[src/rtl/vsetvl_unit.sv]
// rtl/vsetvl_unit.sv - vector configuration (vsetvli/vsetivli/vsetvl) execution unit
//
// Decodes RVV config instructions, computes VLMAX and the new vl, and writes
// the result to the vector CSR block and the scalar register file.
//
// Ports:
//   clk, nrst        clock, asynchronous active-low reset
//   instr_valid      instr/rs1_data/rs2_data valid this cycle
//   instr            32-bit instruction word
//   rs1_data         AVL source
//   rs2_data         vtype source for vsetvl
//   cur_vl           current vl from the vector CSR block
//   instr_ready      unit idle, can accept an instruction
//   vconfig_wr_en    one-cycle CSR write strobe
//   vl_out           new vl
//   vtype_out        new vtype in [30:20], other bits zero
//   rd_wr_en         one-cycle scalar write strobe (rd != x0)
//   rd_addr          scalar destination index
//   rd_data          scalar write value (new vl)
module vsetvl_unit #(
   parameter int VLEN = 512
) (
   input  logic        clk,
   input  logic        nrst,
   input  logic        instr_valid,
   input  logic [31:0] instr,
   input  logic [31:0] rs1_data,
   input  logic [31:0] rs2_data,
   input  logic [31:0] cur_vl,
   output logic        instr_ready,
   output logic        vconfig_wr_en,
   output logic [31:0] vl_out,
   output logic [31:0] vtype_out,
   output logic        rd_wr_en,
   output logic [4:0]  rd_addr,
   output logic [31:0] rd_data
);

   localparam logic [31:0] VLEN_W = 32'(VLEN);

   typedef enum logic [1:0] {IDLE, CALC, WB} state_t;

   state_t      state_q, state_d;
   logic [10:0] vtype_q, vtype_d;
   logic [31:0] avl_q, avl_d;
   logic [4:0]  rd_q, rd_d;
   logic        ready_q, ready_d;
   logic        cfg_wr_q, cfg_wr_d;
   logic        rd_wr_q, rd_wr_d;
   logic [31:0] vl_q, vl_d;
   logic [10:0] vtype_out_q, vtype_out_d;
   logic [4:0]  rd_addr_q, rd_addr_d;

   // Only vtype[10:0] of rs2 is architecturally meaningful here.
   logic unused_rs2;
   assign unused_rs2 = ^rs2_data[31:11];

   // ---------------- decode (IDLE) ----------------
   logic        is_cfg;
   logic        is_vsetivli;
   logic        is_vsetvl;
   logic [10:0] dec_vtype;
   logic [31:0] dec_avl;
   logic [4:0]  dec_rs1;
   logic [4:0]  dec_rd;

   always_comb begin
      dec_rs1     = instr[19:15];
      dec_rd      = instr[11:7];
      is_vsetivli = (instr[31:30] == 2'b11);
      is_vsetvl   = (instr[31:25] == 7'b1000000);
      is_cfg      = (instr[6:0] == 7'b1010111) && (instr[14:12] == 3'b111) &&
                    (!instr[31] || is_vsetivli || is_vsetvl);

      if (is_vsetivli)      dec_vtype = {1'b0, instr[29:20]};
      else if (is_vsetvl)   dec_vtype = rs2_data[10:0];
      else                  dec_vtype = instr[30:20];

      // For vsetivli the rs1 field is the immediate AVL.
      if (is_vsetivli)        dec_avl = {27'd0, dec_rs1};
      else if (dec_rs1 != 0)  dec_avl = rs1_data;
      else if (dec_rd != 0)   dec_avl = 32'hFFFF_FFFF;
      else                    dec_avl = cur_vl;
   end

   // ---------------- VLMAX / vl (CALC) ----------------
   logic [2:0]  vsew;
   logic [2:0]  vlmul;
   logic [31:0] vlmax_base;
   logic [1:0]  frac_sh;
   logic [31:0] vlmax;
   logic        illegal;
   logic [31:0] new_vl;
   logic [10:0] new_vtype;

   always_comb begin
      vsew       = vtype_q[5:3];
      vlmul      = vtype_q[2:0];
      vlmax_base = VLEN_W >> (32'd3 + 32'(vsew[1:0]));
      // 101/110/111 encode LMUL 1/8, 1/4, 1/2 -> right shift of 3/2/1.
      frac_sh    = 2'(~vlmul[1:0]) + 2'd1;
      vlmax      = vlmul[2] ? (vlmax_base >> frac_sh) : (vlmax_base << vlmul[1:0]);
      illegal    = (|vtype_q[10:6]) || vsew[2] || (vlmul == 3'b100) || (vlmax == 32'd0);
      new_vl     = illegal ? 32'd0 : ((avl_q < vlmax) ? avl_q : vlmax);
      new_vtype  = illegal ? 11'h400 : vtype_q;
   end

   // ---------------- next state ----------------
   always_comb begin
      state_d     = state_q;
      vtype_d     = vtype_q;
      avl_d       = avl_q;
      rd_d        = rd_q;
      ready_d     = ready_q;
      cfg_wr_d    = 1'b0;
      rd_wr_d     = 1'b0;
      vl_d        = vl_q;
      vtype_out_d = vtype_out_q;
      rd_addr_d   = rd_addr_q;

      case (state_q)
         IDLE: begin
            // Non-config instructions are consumed silently.
            if (instr_valid && is_cfg) begin
               vtype_d = dec_vtype;
               avl_d   = dec_avl;
               rd_d    = dec_rd;
               ready_d = 1'b0;
               state_d = CALC;
            end
         end
         CALC: begin
            // Result registers are loaded here so they are stable for all of WB
            // and rd_addr/rd_data hold until the next result.
            vl_d        = new_vl;
            vtype_out_d = new_vtype;
            rd_addr_d   = rd_q;
            cfg_wr_d    = 1'b1;
            rd_wr_d     = (rd_q != 5'd0);
            state_d     = WB;
         end
         WB: begin
            ready_d = 1'b1;
            state_d = IDLE;
         end
         default: begin
            ready_d = 1'b1;
            state_d = IDLE;
         end
      endcase
   end

   always_ff @(posedge clk or negedge nrst) begin
      if (!nrst) begin
         state_q     <= IDLE;
         vtype_q     <= 11'd0;
         avl_q       <= 32'd0;
         rd_q        <= 5'd0;
         ready_q     <= 1'b1;
         cfg_wr_q    <= 1'b0;
         rd_wr_q     <= 1'b0;
         vl_q        <= 32'd0;
         vtype_out_q <= 11'd0;
         rd_addr_q   <= 5'd0;
      end else begin
         state_q     <= state_d;
         vtype_q     <= vtype_d;
         avl_q       <= avl_d;
         rd_q        <= rd_d;
         ready_q     <= ready_d;
         cfg_wr_q    <= cfg_wr_d;
         rd_wr_q     <= rd_wr_d;
         vl_q        <= vl_d;
         vtype_out_q <= vtype_out_d;
         rd_addr_q   <= rd_addr_d;
      end
   end

   assign instr_ready   = ready_q;
   assign vconfig_wr_en = cfg_wr_q;
   assign vl_out        = vl_q;
   assign vtype_out     = {1'b0, vtype_out_q, 20'd0};
   assign rd_wr_en      = rd_wr_q;
   assign rd_addr       = rd_addr_q;
   assign rd_data       = vl_q;

endmodule

[config.mk]
export PLATFORM = sky130hd
export DESIGN_NAME = vsetvl_unit
export DESIGN_NICKNAME = d
export VERILOG_FILES = /design/src/rtl/vsetvl_unit.sv
export SDC_FILE = /design/constraint.sdc
export NUM_CORES = 1
export LEC_CHECK = 0
export ABC_AREA = 1
export BUFFER_PORTS_ARGS = -buffer_cell sky130_fd_sc_hd__buf_2
export CAP_MARGIN = 20
export CORE_MARGIN = 2
export CORE_UTILIZATION = 40
export CTS_CLUSTER_DIAMETER = 40
export DETAILED_ROUTE_END_ITERATION = 16
export PLACE_DENSITY = 0.7
export SLEW_MARGIN = 20
export SYNTH_ARGS = -nofsm -noshare
export SYNTH_HDL_FRONTEND = slang
export SYNTH_SLANG_ARGS = --single-unit
[constraint.sdc]
create_clock -name clk -period 4.93 [get_ports clk]
set_input_delay 0 -clock clk [delete_from_list [all_inputs] [get_ports clk]]
set_output_delay 0 -clock clk [all_outputs]
set_load 0.01 [all_outputs]
; Word-level counts from Yosys, hierarchy flattened
; Index checks and enable logic that the tools add are counted.
[word_totals]
n_memories = 0
reg_bits = 101
latch_bits = 0
rom_bits = 0
output_inout_bits = 104
ram_bits = 0
[op_classes]
muxes = 15
eq_ne = 7
magnitude_cmp = 1
bitwise_logic = 2
reduce_logical = 17
div_mod_pow = 0
shifts = 3
add_sub_neg = 2
n_mul = 0
[op_table]
columns = operator, n
row1 = two-way mux 32 bit, 6
row2 = two-way mux 11 bit, 3
row3 = logical NOT 32 bit, 1
row4 = less-than comparator 32 bit, 1
row5 = left shift 32 x 2 -> 32 bit, 1
row6 = >> shifter 10 x 3 -> 32 bit (first input constant), 1
row7 = >> shifter 32 x 2 -> 32 bit, 1
row8 = nonzero test 5 bit, 3
row9 = == test 7 bit (second input constant), 2
row10 = == test 3 bit (second input constant), 2
row11 = logical OR 1 bit, 5
row12 = OR reduction 5 bit, 1
row13 = case mux 2 bit (2 select lines), 1
row14 = AND reduction 2 bit, 2
row15 = adder 2 x 2 -> 3 bit (first input constant), 1
row16 = logical AND 1 bit, 3
row17 = two-way mux 1 bit, 3
row18 = adder 2 x 1 -> 2 bit (second input constant), 1
row19 = == test 2 x 1 -> 1 bit (second input constant), 1
row20 = == test 2 bit (second input constant), 1
row21 = logical NOT 2 bit, 1
row22 = two-way mux 2 bit, 1
row23 = inequality test 2 bit (second input constant), 1
row24 = NOT 2 bit, 1
row25 = 3 further kinds, 3

; Depth between registers and ports, before layout
; Gate-level depths: netlist (run 1).
[depth]
word_depth = 7
ltp_mapped = 17

; Worst setup path before layout (run 1)
; No wires, ideal clock.
[synth_timing]
path_kind = flip-flop to flip-flop
from = reg vtype_q[0]
to = reg vl_q[0] (netlist: rd_data[0])
period_less_slack_ps = 2361
setup_slack_ps = 2569
path_buffers = 1
setup_ps = 117
stages_incl_launch_ff = 17
arrival_ps = 2244
cell_sequence = dfrtp_1 -> inv_2 -> ha_1 -> nand2_1 -> inv_1 -> a21oi_1 -> o211ai_1 -> ha_1 -> a21oi_1 -> nor2_1 -> a211oi_1 -> nand2_1 -> nand2_1 -> buf_4 -> nand3_1 -> nand3_1 -> nand2_1
[synth_between]
elab_chain_cells = 7
[synth_lines]
columns = item, line_no
row1 = from (decl), 44  ; logic [10:0] vtype_q, vtype_d;
row2 = from (signal assigned), 167  ; vtype_q <= vtype_d;
row3 = NOT 2 bit, 101  ; frac_sh = 2'(~vlmul[1:0]) + 2'd1;
row4 = adder 2 x 1 -> 2 bit, 101
row5 = >> shifter 32 x 2 -> 32 bit, 102  ; vlmax = vlmul[2] ? (vlmax_base >> frac_sh) : (vlmax_base << vlmul[1:0]);
row6 = two-way mux 32 bit, 102
row7 = less-than comparator 32 bit or logical NOT 32 bit (tied branches), "104, 103"
row8 = two-way mux 32 bit or logical OR 1 bit (tied branches), "104, 103"
row9 = two-way mux 32 bit (*), 104  ; new_vl = illegal ? 32'd0 : ((avl_q < vlmax) ? avl_q : vlmax);
row10 = to (signal assigned), 173  ; vl_q <= vl_d;
row11 = to (decl), 50  ; logic [31:0] vl_q, vl_d;
; Mark *: on every way between the ends. The rest lies on a longest branch, timed or not.
; A chain may end at the register's enable or synchronous reset.

; Worst setup path in the final report (run 1)
[layout_timing]
from = reg vtype_q[4]
to = reg vl_q[6] (netlist: rd_data[6])
[layout_between]
elab_chain_cells = 7
[layout_lines]
columns = item, line_no
row1 = adder 2 x 2 -> 3 bit (*), 99  ; vlmax_base = VLEN_W >> (32'd3 + 32'(vsew[1:0]));
row2 = >> shifter 10 x 3 -> 32 bit (*), 99
row3 = left shift 32 x 2 -> 32 bit or >> shifter 32 x 2 -> 32 bit (tied branches), 102
row4 = two-way mux 32 bit (*), 102
row5 = less-than comparator 32 bit or logical NOT 32 bit (tied branches), "104, 103"
row6 = two-way mux 32 bit or logical OR 1 bit (tied branches), "104, 103"
row7 = two-way mux 32 bit (*), 104
; Marks and branches as above.

==> out/metrics.yaml, run 1 <==
crit_path_frequent_cell: "nand2_1"
ys_dominant_reg_cell: "dfrtp_1"
end_kind: "flip-flop"
postCtsSetupRepairBufs: 0
synthArstFlopShare_pct: 100.0
cts.repair.resized: 0
syn_area_per_cell_um2: 8.614
grt_use_total_pct: 19.93
synth_warnings: 0
holdWs_ns: 0.01730
start_util_pct: 41.20
dr.pass1.iters: 5
ys_seq_area_share_pct: 48.44
crit_family: "simple AND/OR/NAND/NOR gates"
vias: 4815
critical_path.startpoint_type: "flip-flop"
cp_max_fo: 11
setup_viol_count_final: 0
path_cells: "inv_1, nand2_1, nor2_1, inv_1, nand2_1, o311ai_0, ha_1, nand2_1, nor2_1, a211oi_1, nand2_1, nand2_1, nand2_2, nand2_1, nand3_1, nand2_1"
drive_above_1_share_pct: 29.45
drv_slew: 0
path_clk_slew_ns: 0.07
grt_pass1_vias: 4916
cts-htree-levels: 3
max_cap_violations: 0
finalWeightedCongestion: 0.8700
multiInputGateArea_um2: 1992
wl_per_cell_um: 13.49
yosysTopAreaCell: "dfrtp_1"
ctsLongestPathBuffers: 2
n_fill_cell: 1157
clkLatencyLatePin_ns: 0.35
io_buffer_count: 192
yosys.cell_count.top_type: "nand2_1"
p_leak_nw: 3.868
seqCellArea_um2: 2529
rsz0062_at_grt: "no"
synthTopCellsByCount: "nand2_1, dfrtp_1, inv_1"
grt_pass1_wl_um: 22630
crit_type: "reg2reg"
ctsHoldBuffers: 79
timing.rr.start: "vtype_q[4]"
area_delta_synth_final_pct: 35.52
min_path_type: "in2reg"
antenna_found_initial: 0
finalHoldViolCount: 0
power_density_nw_per_um2: 241.5
finalClockSkew_ns: 0.01130
finish.utilization_pct: 55.83
wl_um: 13680
syn-cell-area_um2: 5220
root_buffer: "clkbuf_16"
power_mw: 1.709
cts.sinks: 101
period_minus_slack_ns: 2.920
cts_tree: "built"
synthTopCellsByArea: "dfrtp_1, nand2_1, buf_4"
setup_tns_ns: 0
drcViolationCount: 0
coreArea_um2: 12670
insertedDiodeCount: 0
layout_setup_ws_ns: 2.010
max_slew.worst_pin.slew_ns: 0.8035
fmax_mhz: 342.4
synth_edf_count: 0
postRouteAntennaNets: 0
status: "finished clean"
cts_buffers: 9
max_slew_margin_pct: 46.43
synth_cell_type_count: 39
ios: 235
cp_num_buf_inv: 2
nNetsFinal: 978
drtIter0Drc: 264
hold_start: "rs1_data[31]"
min_period_over_period_pct: 59.24
cpPeakStageDelay_ns: 0.58
rows: 41
startpoint: "vtype_q[4]"
cp_slowest_cell: "o311ai_0"
grt_max_degree: 67
irDropWorstVdd_mv: 0.1583
die_w_um: 118.2
worst_ep_arrival_time_ns: 3.21
critPathRequiredTime_ns: 5.22
synth.ff_latch_count: 101
dieArea_um2: 13980
synthCells: 606
grt.overflow.total: 0
avgViaCountPerCell: 4.749
synth_top_area_share_pct: 47.94
dp_slack_ns: 2.021
die_h_um: 118.2
dp_hpwl_um: 9270
## cells by family (layout without fill, tap and decap cells)
group | count (synthesis) | count (layout) | synth area share (%)
and+or+nand+nor | 229 | 229 | 18.91
buffers and inverters | 144 | 360 | 14.93
AOI/OAI and AO/OA | 116 | 116 | 14.29
DFF | 101 | 101 | 48.44
adders and majority gates | 10 | 10 | 2.397
muxes | 5 | 5 | 0.9588
other | 1 | 21 | 0.07184
## final timing paths
check	to	slack [ns]	cells past startpoint
worst min-delay path	avl_q[31]	0.02	3
worst min register to register	vtype_out_q[2]	0.48	2
worst max-delay path	rd_data[6]	2.01	16
max in group asynchronous	avl_q[31]	3.62	3
worst max register to register	rd_data[6]	2.01	16
min in group asynchronous	rd_data[26]	0.15	2
## power breakdown
| group | total [mW] | internal (mW) | switching, mW |
|---|---|---|---|
| Sequential | 0.839 | 0.835 | 0.00401 |
| Combinational | 0.180 | 0.0980 | 0.0820 |
| Clock | 0.690 | 0.356 | 0.334 |
## cell usage in the layout, fill, tap and decap left out, drive strengths merged, types with 10 or more instances in the layout
cell type and n:
ha 10, conb 21, dfrtp 100, nand3 27, o21ai 57, o22ai 35, nor2 60, dlygate4sd3 79
a21oi 11, buf 196, inv 71, nand2 125
## sequential cells by signal (all words and copies together), names as in the netlist
signal,flops
instr_ready,1
vtype_out_q,11
rd_data,32
vconfig_wr_en,1
rd_wr_en,1
rd_addr,5
vtype_q,11
rd_q,5
state_q,2
avl_q,32
## metal layers
layer	track usage (%)	part of all wire, %	up-vias
met5	0	0	-
met4	6.099	2.2	0
met3	4.295	6.1	28
met2	35.08	49	210
met1	24.34	43	2199
li1	-	-	2378
## worst register-to-register path, stage by stage (launching register included)
cell	delay [ns]
dfrtp_1	0.41
inv_1	0.09
nand2_1	0.10
nor2_1	0.05
inv_1	0.09
nand2_1	0.08
o311ai_0	0.58
ha_1	0.35
nand2_1	0.08
nor2_1	0.05
a211oi_1	0.18
nand2_1	0.08
nand2_1	0.27
nand2_2	0.20
nand2_1	0.10
nand3_1	0.09
nand2_1	0.07
## cell type report
cell class                 count  area share (%)
sequential                   101           35.74
multi-input combinational    381           28.16
timing repair buffer         275           25.22
inverter                      69           3.661
clock buffer                   9           3.184
tap                          172           3.042
clock inverter                 7          0.9904
## per-stage QoR
step           cell area [µm²]  cells
2_1_floorplan             5295    626
3_5_place_dp              5986    919
6_report                  7074   1014
4_1_cts                   7072   1014
5_1_grt                   7074   1014
3_3_place_gp              5986    919
(Power assumes the default switching activity.)
==> run 2, diff against run 1 <==
- ABC_AREA: 1 -> 0
- clock period: 4.93 -> 2.69 ns (I/O delays scaled with it)
==> run 2 against run 1 <==
  * Power up 91%
  * Largest cell class unchanged
  * Core utilization is 0.49 points lower
  * Routed wire length increased by 1.9%
  * Via count is 4.9% lower
  * Count of clock-buffer cells in the layout is 2 higher
  * Flip-flop and latch count did not move
  * The run now ends with setup timing left
  * Fmax is 1.3% higher
  * Cell area decreased by 1.3%
  * Hold slack worse by 0.012 ns
==> out/metrics.yaml, run 2 <==
critical_path.startpoint_type: "flip-flop"
rows: 41  # unchanged
grt_max_degree: 54  # -19%
cts.sinks: 101  # unchanged
status: "complete, but fails checks"
synth_top_area_share_pct: 48.59  # +0.65 points
max_slew.worst_pin.slew_ns: 1.018  # +0.2146 ns
cts-htree-levels: 3  # unchanged
layout_commonest_cell: "buf_2"
synthTopCellsByArea: "dfrtp_1, buf_4, nand2_1"
drtIter0Drc: 250  # -5.3%
insertedDiodeCount: 0  # unchanged
critPathRequiredTime_ns: 2.92  # -2.30 ns
antenna_found_initial: 0  # unchanged
die_w_um: 117.5  # -0.65%
p_switching_mw: 0.7171  # +71%
syn_area_per_cell_um2: 9.847  # +14%
dieArea_um2: 13800  # -1.3%
finish.utilization_pct: 55.34  # -0.49 points
yosysTopAreaCell: "dfrtp_1"
irDropWorstVdd_mv: 0.2669  # +69%
grt.overflow.total: 0  # unchanged
max_slew_margin_pct: 31.96  # -14 points
p_seq_share_pct: 47.1  # -2.0 points
swShare_pct: 22.03  # -2.6 points
instances_no_fill: 909  # -10%
drcViolationCount: 0  # unchanged
ys_dominant_reg_cell: "dfrtp_1"
crit_type: "reg2reg"
ctsLongestPathBuffers: 2  # unchanged
wl_um: 13940  # +1.9%
finalHoldViolCount: 0  # unchanged
setup_viol_count_final: 10  # +10
dp.cells: 860  # -6.4%
area_delta_synth_final_pct: 35.62  # about the same
grt_pass1_wl_um: 22270  # -1.6%
max_cap_violations: 0  # unchanged
synth_cell_type_count: 49  # +26%
rsz0062_at_grt: "yes"
synth_edf_count: 0  # unchanged
ios: 235  # unchanged
synth.ff_latch_count: 101  # unchanged
power_density_nw_per_um2: 466.1  # +93%
violations: "setup timing"
yosys.cell_count.top_type: "dfrtp_1"
final_cell_mix: "buf_2, dfrtp_1, nand2_1, o21ai_0, buf_4"
drv_slew: 0  # unchanged
path_clk_slew_ns: 0.07  # about the same
clkLatencyLatePin_ns: 0.34  # about the same
period_minus_slack_ns: 2.882  # -0.03822 ns
setup_tns_ns: -1.294  # -1.294 ns
fmax_mhz: 347.0  # +1.3%
synthTopCellsByCount: "dfrtp_1, nand2_1, buf_4"
cts_tree: "built"
cts_buffers: 9  # unchanged
synth_warnings: 0  # unchanged
postRouteAntennaNets: 0  # unchanged
synthArstFlopShare_pct: 100.0  # unchanged
cp_max_fo: 5  # -6
start_util_pct: 40.81  # -0.39 points
worst_ep_arrival_time_ns: 3.11  # -0.10 ns
drive_above_1_share_pct: 39.62  # +10 points
nNetsFinal: 873  # -11%
pwr-share-comb_pct: 10.1  # -0.4 points
syn-cell-area_um2: 5150  # -1.3%
end_kind: "flip-flop"
p_int_mw: 2.538  # +97%
vias: 4578  # -4.9%
finalClockSkew_ns: 0.007446  # -0.003852 ns
avgViaCountPerCell: 5.036  # +6.1%
power_mw: 3.255  # +91%
grt_pass1_vias: 4447  # -9.5%
coreArea_um2: 12620  # -0.40%
dp_slack_ns: -0.1834  # -2.204 ns
min_path_type: "in2reg"
ys_seq_area_share_pct: 49.10  # +0.66 points
layout_setup_ws_ns: -0.1923  # -2.202 ns
wl_per_cell_um: 15.34  # +14%
p_clk_share_pct: 42.8  # +2.4 points
p_leak_nw: 3.661  # -5.4%
dr.pass1.iters: 4  # -1
root_buffer: "clkbuf_16"
synthCells: 523  # -14%
finalWeightedCongestion: 0.8903  # +2.3%
io_buffer_count: 192  # unchanged
min_period_over_period_pct: 107.1  # +48 points
grt_use_total_pct: 20.00  # +0.070 points
die_h_um: 117.5  # -0.65%
dp_hpwl_um: 10480  # +13%
## run 2: changes by cell type in the layout (fill, tap and decap cells not counted), moves of 15 or more
cell and delta:
o21ai_2 -15, inv_1 -58, and2_1 +29, buf_4 +37
nand3_1 -15, nand2_1 -46, dlygate4sd3_1 -50, nor2_1 -46
o22ai_1 -30, o221ai_1 +25
## run 2: cell families after synthesis
| logic type | after synthesis | synth area share [%] |
|---|---|---|
| AND/OR/NAND/NOR | 170 | 16.42 |
| multiplexers | 10 | 2.065 |
| buffers and inverters | 97 | 11.37 |
| XOR/XNOR | 3 | 0.5103 |
| other | 1 | 0.07282 |
| flip-flops | 101 | 49.10 |
| adder cells (fa/ha/maj) | 10 | 2.430 |
| AO/OA/AOI/OAI | 131 | 18.03 |
## run 2: area by class of cell
cell class | instances | area, µm²
Fill cell | 1135 | 5635
Sequential cell | 101 | 2532
Multi-Input combinational cell | 345 | 2265
Timing Repair Buffer | 265 | 1604
Clock buffer | 11 | 242.7
Tap cell | 172 | 215.2
Clock inverter | 5 | 82.58
Inverter | 10 | 42.54
## run 2: path summary, 6_finish.rpt
path / startpoint / to / slack [ns] / cells after the start
setup reg to reg: vtype_q[1] / rd_data[3] / -0.19 / 11
max in group asynchronous: nrst / rd_data[27] / 1.67 / 3
min in group asynchronous: nrst / rd_data[26] / 0.24 / 2
setup / recovery: vtype_q[1] / rd_data[3] / -0.19 / 11
hold reg to reg: rd_addr[2] / rd_addr[2] / 0.48 / 2
hold / removal: cur_vl[21] / avl_q[21] / 0.006 / 3
## run 2: per-layer routing
metal	routed length, µm	global-route usage (%)
met5	0	0
met3	609	2.810
met1	6338	27.18
met4	321	8.057
met2	6673	32.42
## run 2: repair_timing
action                                 in CTS  in global routing
pin swaps                                   1                  7
gates resized for setup                     2                 22
cloned                                      0                  1
setup buffers                               0                  3
endpoints found under the hold margin      69                  0
hold buffers                               29                  0
setup endpoints to repair                   9                 12
## run 2: through the flow
step	instance area, µm²	hold slack [ns]
global placement	6230	0.06889
CTS	6855	0.001007
finish	6984	0.005749
detailed placement	6230	0.08083
global route	6984	0.01131
floorplan	5293	-0.2956
## run 2: critical path, stage by stage, from the launching register on
cell and delay (ns):
dfrtp_1 0.43, inv_4 0.06, ha_4 0.30, xor2_2 0.14, a32oi_2 0.17, ha_4 0.34, o211ai_1 0.12, a2111oi_2 0.42
a211oi_2 0.16, buf_4 0.17, buf_6 0.12, a311o_1 0.34
## run 2: power by group through the flow
stage | Sequential (mW) | Combinational, mW | Clock, mW
floorplan | 1.56 | 0.135 | 0
global placement | 1.56 | 0.265 | 0
detailed placement | 1.56 | 0.272 | 0
CTS | 1.53 | 0.309 | 1.42
global route | 1.53 | 0.362 | 1.49
finish | 1.53 | 0.328 | 1.39
